==> src/rtl/gol_pkg.sv <==
// Shared types and width helpers for the Game of Life frame streamer.
package gol_pkg;

    // Streamer control states
    typedef enum logic [1:0] {
        IDLE   = 2'd0,
        STREAM = 2'd1,
        DONE   = 2'd2
    } state_t;

    // Row index width; a single-row grid still needs one bit
    function automatic int idx_width(input int rows);
        return (rows > 1) ? $clog2(rows) : 1;
    endfunction

    // Width able to hold a count of 0..cells inclusive
    function automatic int pop_width(input int cells);
        return $clog2(cells + 1);
    endfunction

endpackage

==> src/rtl/gol_row_popcount.sv <==
// Combinational ones-counter for one grid row.
module gol_row_popcount
    import gol_pkg::*;
#(
    parameter int M = 16
) (
    input  logic [M-1:0]              row,
    output logic [pop_width(M)-1:0]   count
);

    localparam int CW = pop_width(M);

    // Linear sum of the row bits; synthesis folds it into an adder tree
    always_comb begin
        count = '0;
        for (int i = 0; i < M; i++) begin
            count = count + CW'(row[i]);
        end
    end

endmodule

==> src/rtl/gol_frame_streamer.sv <==
// Snapshots the Game of Life grid and streams it out one row per
// valid/ready handshake, row 0 first. The optional live-cell population
// counter is built only when GOL_STREAM_POPCOUNT_EN is defined.
module gol_frame_streamer
    import gol_pkg::*;
#(
    parameter int M = 16,
    parameter int N = 16
) (
    input  logic                        clk_i,
    input  logic                        reset_n_i,
    input  logic [N*M-1:0]              state_i,
    input  logic                        snap_i,
    output logic                        busy_o,
    output logic                        row_valid_o,
    input  logic                        row_ready_i,
    output logic [M-1:0]                row_data_o,
    output logic [idx_width(N)-1:0]     row_idx_o,
    output logic                        frame_done_o,
    output logic                        drop_o,
    output logic [pop_width(M*N)-1:0]   pop_count_o
);

    localparam int IW = idx_width(N);
    localparam int PW = pop_width(M*N);

    state_t             state;
    state_t             state_nxt;
    logic [N*M-1:0]     shadow;
    logic [IW-1:0]      row_idx;
    logic [M-1:0]       cur_row;
    logic               capture;
    logic               accept;
    logic               last_row;

    // The row mux reads only the shadow copy and the index register, so the
    // outgoing beat is isolated from the live grid and from row_ready_i.
    assign cur_row  = shadow[32'(row_idx) * M +: M];
    assign capture  = (state == IDLE) && snap_i;
    assign accept   = (state == STREAM) && row_ready_i;
    assign last_row = (row_idx == IW'(N - 1));

    // State register
    always_ff @(posedge clk_i or negedge reset_n_i) begin
        if (!reset_n_i) begin
            state <= IDLE;
        end else begin
            state <= state_nxt;
        end
    end

    // Next-state logic: capture -> stream every row -> one DONE cycle
    always_comb begin
        state_nxt = state;
        case (state)
            IDLE:    if (snap_i) state_nxt = STREAM;
            STREAM:  if (row_ready_i && last_row) state_nxt = DONE;
            DONE:    state_nxt = IDLE;
            default: state_nxt = IDLE;
        endcase
    end

    // Output decode; data is forced to zero outside STREAM
    always_comb begin
        busy_o       = (state != IDLE);
        row_valid_o  = (state == STREAM);
        frame_done_o = (state == DONE);
        drop_o       = snap_i && (state != IDLE);
        row_data_o   = (state == STREAM) ? cur_row : '0;
    end

    assign row_idx_o = row_idx;

    // Shadow capture and row index; the index parks on the last row once it
    // has been accepted and is cleared again by the next capture
    always_ff @(posedge clk_i or negedge reset_n_i) begin
        if (!reset_n_i) begin
            shadow  <= '0;
            row_idx <= '0;
        end else if (capture) begin
            shadow  <= state_i;
            row_idx <= '0;
        end else if (accept && !last_row) begin
            row_idx <= row_idx + IW'(1);
        end
    end

`ifdef GOL_STREAM_POPCOUNT_EN
    localparam int RW = pop_width(M);

    logic [RW-1:0] row_pop;
    logic [PW-1:0] acc;
    logic [PW-1:0] pop_reg;

    gol_row_popcount #(.M(M)) u_row_popcount (
        .row   (cur_row),
        .count (row_pop)
    );

    // Accumulate each accepted row; publish the total on the DONE cycle
    always_ff @(posedge clk_i or negedge reset_n_i) begin
        if (!reset_n_i) begin
            acc     <= '0;
            pop_reg <= '0;
        end else begin
            if (capture) begin
                acc <= '0;
            end else if (accept) begin
                acc <= acc + PW'(row_pop);
            end
            if (state == DONE) begin
                pop_reg <= acc;
            end
        end
    end

    // The fresh total is visible during DONE itself, then held
    assign pop_count_o = (state == DONE) ? acc : pop_reg;
`else
    assign pop_count_o = '0;
`endif

endmodule

==> config.mk <==
export PLATFORM = sky130hd
export DESIGN_NAME = gol_frame_streamer
export DESIGN_NICKNAME = d
export VERILOG_FILES = /design/src/rtl/gol_pkg.sv /design/src/rtl/gol_row_popcount.sv /design/src/rtl/gol_frame_streamer.sv
export SDC_FILE = /design/constraint.sdc
export NUM_CORES = 1
export LEC_CHECK = 0
export BUFFER_PORTS_ARGS = -buffer_cell sky130_fd_sc_hd__buf_2
export CAP_MARGIN = 10
export CORE_ASPECT_RATIO = 1.2
export CORE_MARGIN = 3
export CORE_UTILIZATION = 35
export CTS_CLUSTER_DIAMETER = 80
export DETAILED_ROUTE_END_ITERATION = 8
export PLACE_DENSITY = 0.53
export SYNTH_ARGS = -nofsm -noshare
export SYNTH_HDL_FRONTEND = slang
export SYNTH_SLANG_ARGS = --single-unit
==> constraint.sdc <==
create_clock -name clk_i -period 1.75 [get_ports clk_i]
set_input_delay 0.175 -clock clk_i [delete_from_list [all_inputs] [get_ports clk_i]]
set_output_delay 0.175 -clock clk_i [all_outputs]
set_load 0.01 [all_outputs]
==> results.py <==
metrics = {
    "status": {
        "status": "finished, violations left",
        "violations": "negative setup slack",
    },
    "clocking": {
        "clockRootBuffer": "clkbuf_16",
        "clk_latency_ns": 0.55,
        "cts_sinks": 262,
        "ctsLongestPathBuffers": 3,
        "clk_pin_slew_worst_paths_ns": 0.06,
        "numCtsBuffers": 29,
        "htreeDepth": 1,
        "cts_tree": "yes",
    },
    "routing": {
        "routed_via_density": 4.71,
        "drtIter0Drc": 364,
        "via_count": 9189,
        "ant_nets": 0,
        "dr.pass1.iters": 5,
        "drc": 0,
        "wl_per_cell_um": 20.8,
        "wl_um": 40500,
    },
    "worst_hold_path": {
        "hold_path_class": "primary input to async pin",
    },
    "worst_setup_path": {
        "slowest_delay_ns": 0.48,
        "path_buf_inv": 4,
        "path_delay_family": "multiplexers",
        "r2r_end": "row_idx_o[1]",
        "cp.depth": 8,
        "reg2reg_depth": 7,
        "crit_top_cell": "buf_12",
        "worstPathCellList": "buf_12 > buf_12 > buf_12 > mux4_2 > mux2_4 > nand2_2 > o21ai_2 > buf_6",
        "cp-end-kind": "primary output",
        "rrSetupSlack_ns": -0.08,
        "worstReg2RegStart": "row_idx_o[0]",
        "cp_max_fo": 7,
        "crit_required_ns": 1.57,
        "cp-startpoint": "row_idx_o[1]",
        "cp.arrival_ns": 2.29,
        "path_class": "flop to primary output",
        "cp-endpoint": "row_data_o[14]",
        "slowest_stage": "dfrtp_4",
        "worstSetupStartpointType": "flop",
    },
    "synth": {
        "synth_most_common_cell": "dfrtp_1",
        "synthArstFlopShare_pct": 100,
        "syn_avg_cell_area_um2": 15.5,
        "synth_top_area_cell": "dfrtp_1",
        "syn_inst": 841,
        "synth-edff-count": 0,
        "synthTopCellsByCount": "dfrtp_1, mux2_4, mux2i_1, mux2_2, a22oi_1",
        "synth.top_cell.area_share_pct": 50.2,
        "ys.flop_type": "dfrtp_1",
        "ys_seq_area_share_pct": 50.2,
        "yosysWarningCount": 0,
        "yosys-top-cells-area": "dfrtp_1, mux2_4, mux2i_1, mux2_2, mux4_2",
        "synth_area_um2": 13100,
        "synth_seq_cells": 262,
        "synth_cell_type_count": 32,
    },
    "die": {
        "start_util_pct": 36.0,
        "dieArea_um2": 39700,
        "core_um2": 36300,
        "io-pin-count": 293,
        "die_x_um": 182,
        "die_h_um": 218,
        "num_rows": 76,
    },
    "global_routing": {
        "antenna_found_initial": 1,
        "grt_pass1_vias": 10399,
        "grt_pass1_wl_um": 62100,
        "gr-usage-all-layers_pct": 20.3,
        "grt.overflow.total": 0,
        "grt_max_degree": 59,
    },
    "place": {
        "dpl_cell_area_um2": 15500,
        "portBuffers": 283,
        "hpwlAfterDp_um": 28400,
        "globalplace.congestion": 0.781,
    },
    "timing": {
        "slew_violations": 0,
        "hold_ws_ns": 0.125,
        "min_period_over_period_pct": 141,
        "tns_ns": -10.85,
        "fin_crit_ns": 2.47,
        "hold_violations": 0,
        "fin_ws_ns": -0.718,
        "fmax_mhz": 405,
        "skew_ns": 0.00576,
        "rsz0062_at_grt": "yes",
        "setup_violations": 19,
    },
    "power_and_ir_drop": {
        "ir_drop_mv": 0.860,
        "p_switching_mw": 11.6,
        "power.total_mw": 35.3,
        "internal_power_mw": 23.7,
        "p_per_area_nw_per_um2": 1800,
        "swShare_pct": 32.8,
        "seq_power_share_pct": 31.9,
        "clkPwrFrac_pct": 18.5,
        "p_leak_nw": 9.11,
        "p_comb_share_pct": 49.7,
    },
    "flow_run": {
        "maxCapViolCount": 0,
    },
    "cells_and_area": {
        "area_growth_pct": 50.2,
        "drive_above_1_share_pct": 52.0,
        "n_fill_cell": 2956,
        "layout.nets": 1727,
        "finalInstanceArea_um2": 19600,
    },
}
[registers in the layout, summed over array words and instances, names as in the netlist]
| register | count |
|---|---|
| row_idx_o | 4 |
| state | 2 |
| shadow | 256 |
[timing repair]
item,in CTS,in global routing
hold buffers,258,0
endpoints found under the setup margin,20,23
pin swaps,8,17
buffers inserted,5,7
resized for setup,35,37
gates cloned,0,2
hold endpoints to repair,521,0
[placed cells by master (no fill, tap or decap), drive strengths merged, types with 17 or more instances in the layout]
| master | instances |
|---|---|
| a22oi | 47 |
| mux4 | 17 |
| mux2 | 257 |
| clkbuf | 42 |
| buf | 395 |
| mux2i | 95 |
| dlygate4sd3 | 258 |
| dfrtp | 262 |
| nand2 | 17 |
[cells by family (layout without fill, tap and decap cells)]
| kind of cell | count (synthesis) | after routing | share of synthesized area (%) |
|---|---|---|---|
| muxes | 369 | 369 | 37.7 |
| DFF | 262 | 262 | 50.2 |
| and+or+nand+nor | 71 | 71 | 2.82 |
| buffers and inverters | 70 | 705 | 5.59 |
| AOI/OAI and AO/OA | 64 | 64 | 3.37 |
| xor gates and xnor gates | 3 | 3 | 0.201 |
| adders and majority gates | 1 | 1 | 0.0958 |
| other | 1 | 10 | 0.0287 |
[stage by stage]
step,setup slack (ns),std cells,utilization [%]
finish,-0.718,1953,54.0
CTS,-0.760,1943,53.3
floorplan,0.0796,849,-
global route,-0.817,1953,54.0
global placement,-0.320,1631,42.8
detailed placement,-0.308,1631,42.8
[cell type report]
type	count	area (um^2)	share of cell area [%]
Sequential cell	262	6560	33.5
Multi-Input combinational cell	517	6080	31.0
Timing Repair Buffer	655	5380	27.4
Clock buffer	40	837	4.27
Tap cell	468	586	2.98
Clock inverter	9	170	0.867
Inverter	1	3.75	0.0191
Antenna cell	1	2.50	0.0128
[metal layers]
| layer | wire [um] | global-route usage, % | share of wire (%) |
|---|---|---|---|
| met4 | 1130 | 5.99 | 2.8 |
| met2 | 20500 | 35.6 | 51 |
| met5 | 0 | 0 | 0 |
| met3 | 1670 | 2.84 | 4.1 |
| met1 | 17300 | 26.2 | 43 |
[worst min path at each step]
stage,cells past startpoint,slack (ns),to,start
CTS,2,0.11,shadow[121],reset_n_i
floorplan,0,-0.12,row_idx_o[0],reset_n_i
global route,2,0.12,shadow[108],reset_n_i
finish,2,0.13,shadow[34],reset_n_i
detailed placement,1,0.11,shadow[34],reset_n_i
global placement,1,0.11,shadow[50],reset_n_i
[power by group through the flow]
stage / clock (mW) / sequential (mW) / combinational, mW
final: 6.52 / 11.3 / 17.5
after CTS: 6.71 / 11.3 / 16.9
after floorplan: 0 / 10.4 / 10.9
after detailed placement: 0 / 11.3 / 15.8
after global placement: 0 / 11.3 / 15.7
after global routing: 6.95 / 11.6 / 18.8
Power figures use the tool's default switching activity.
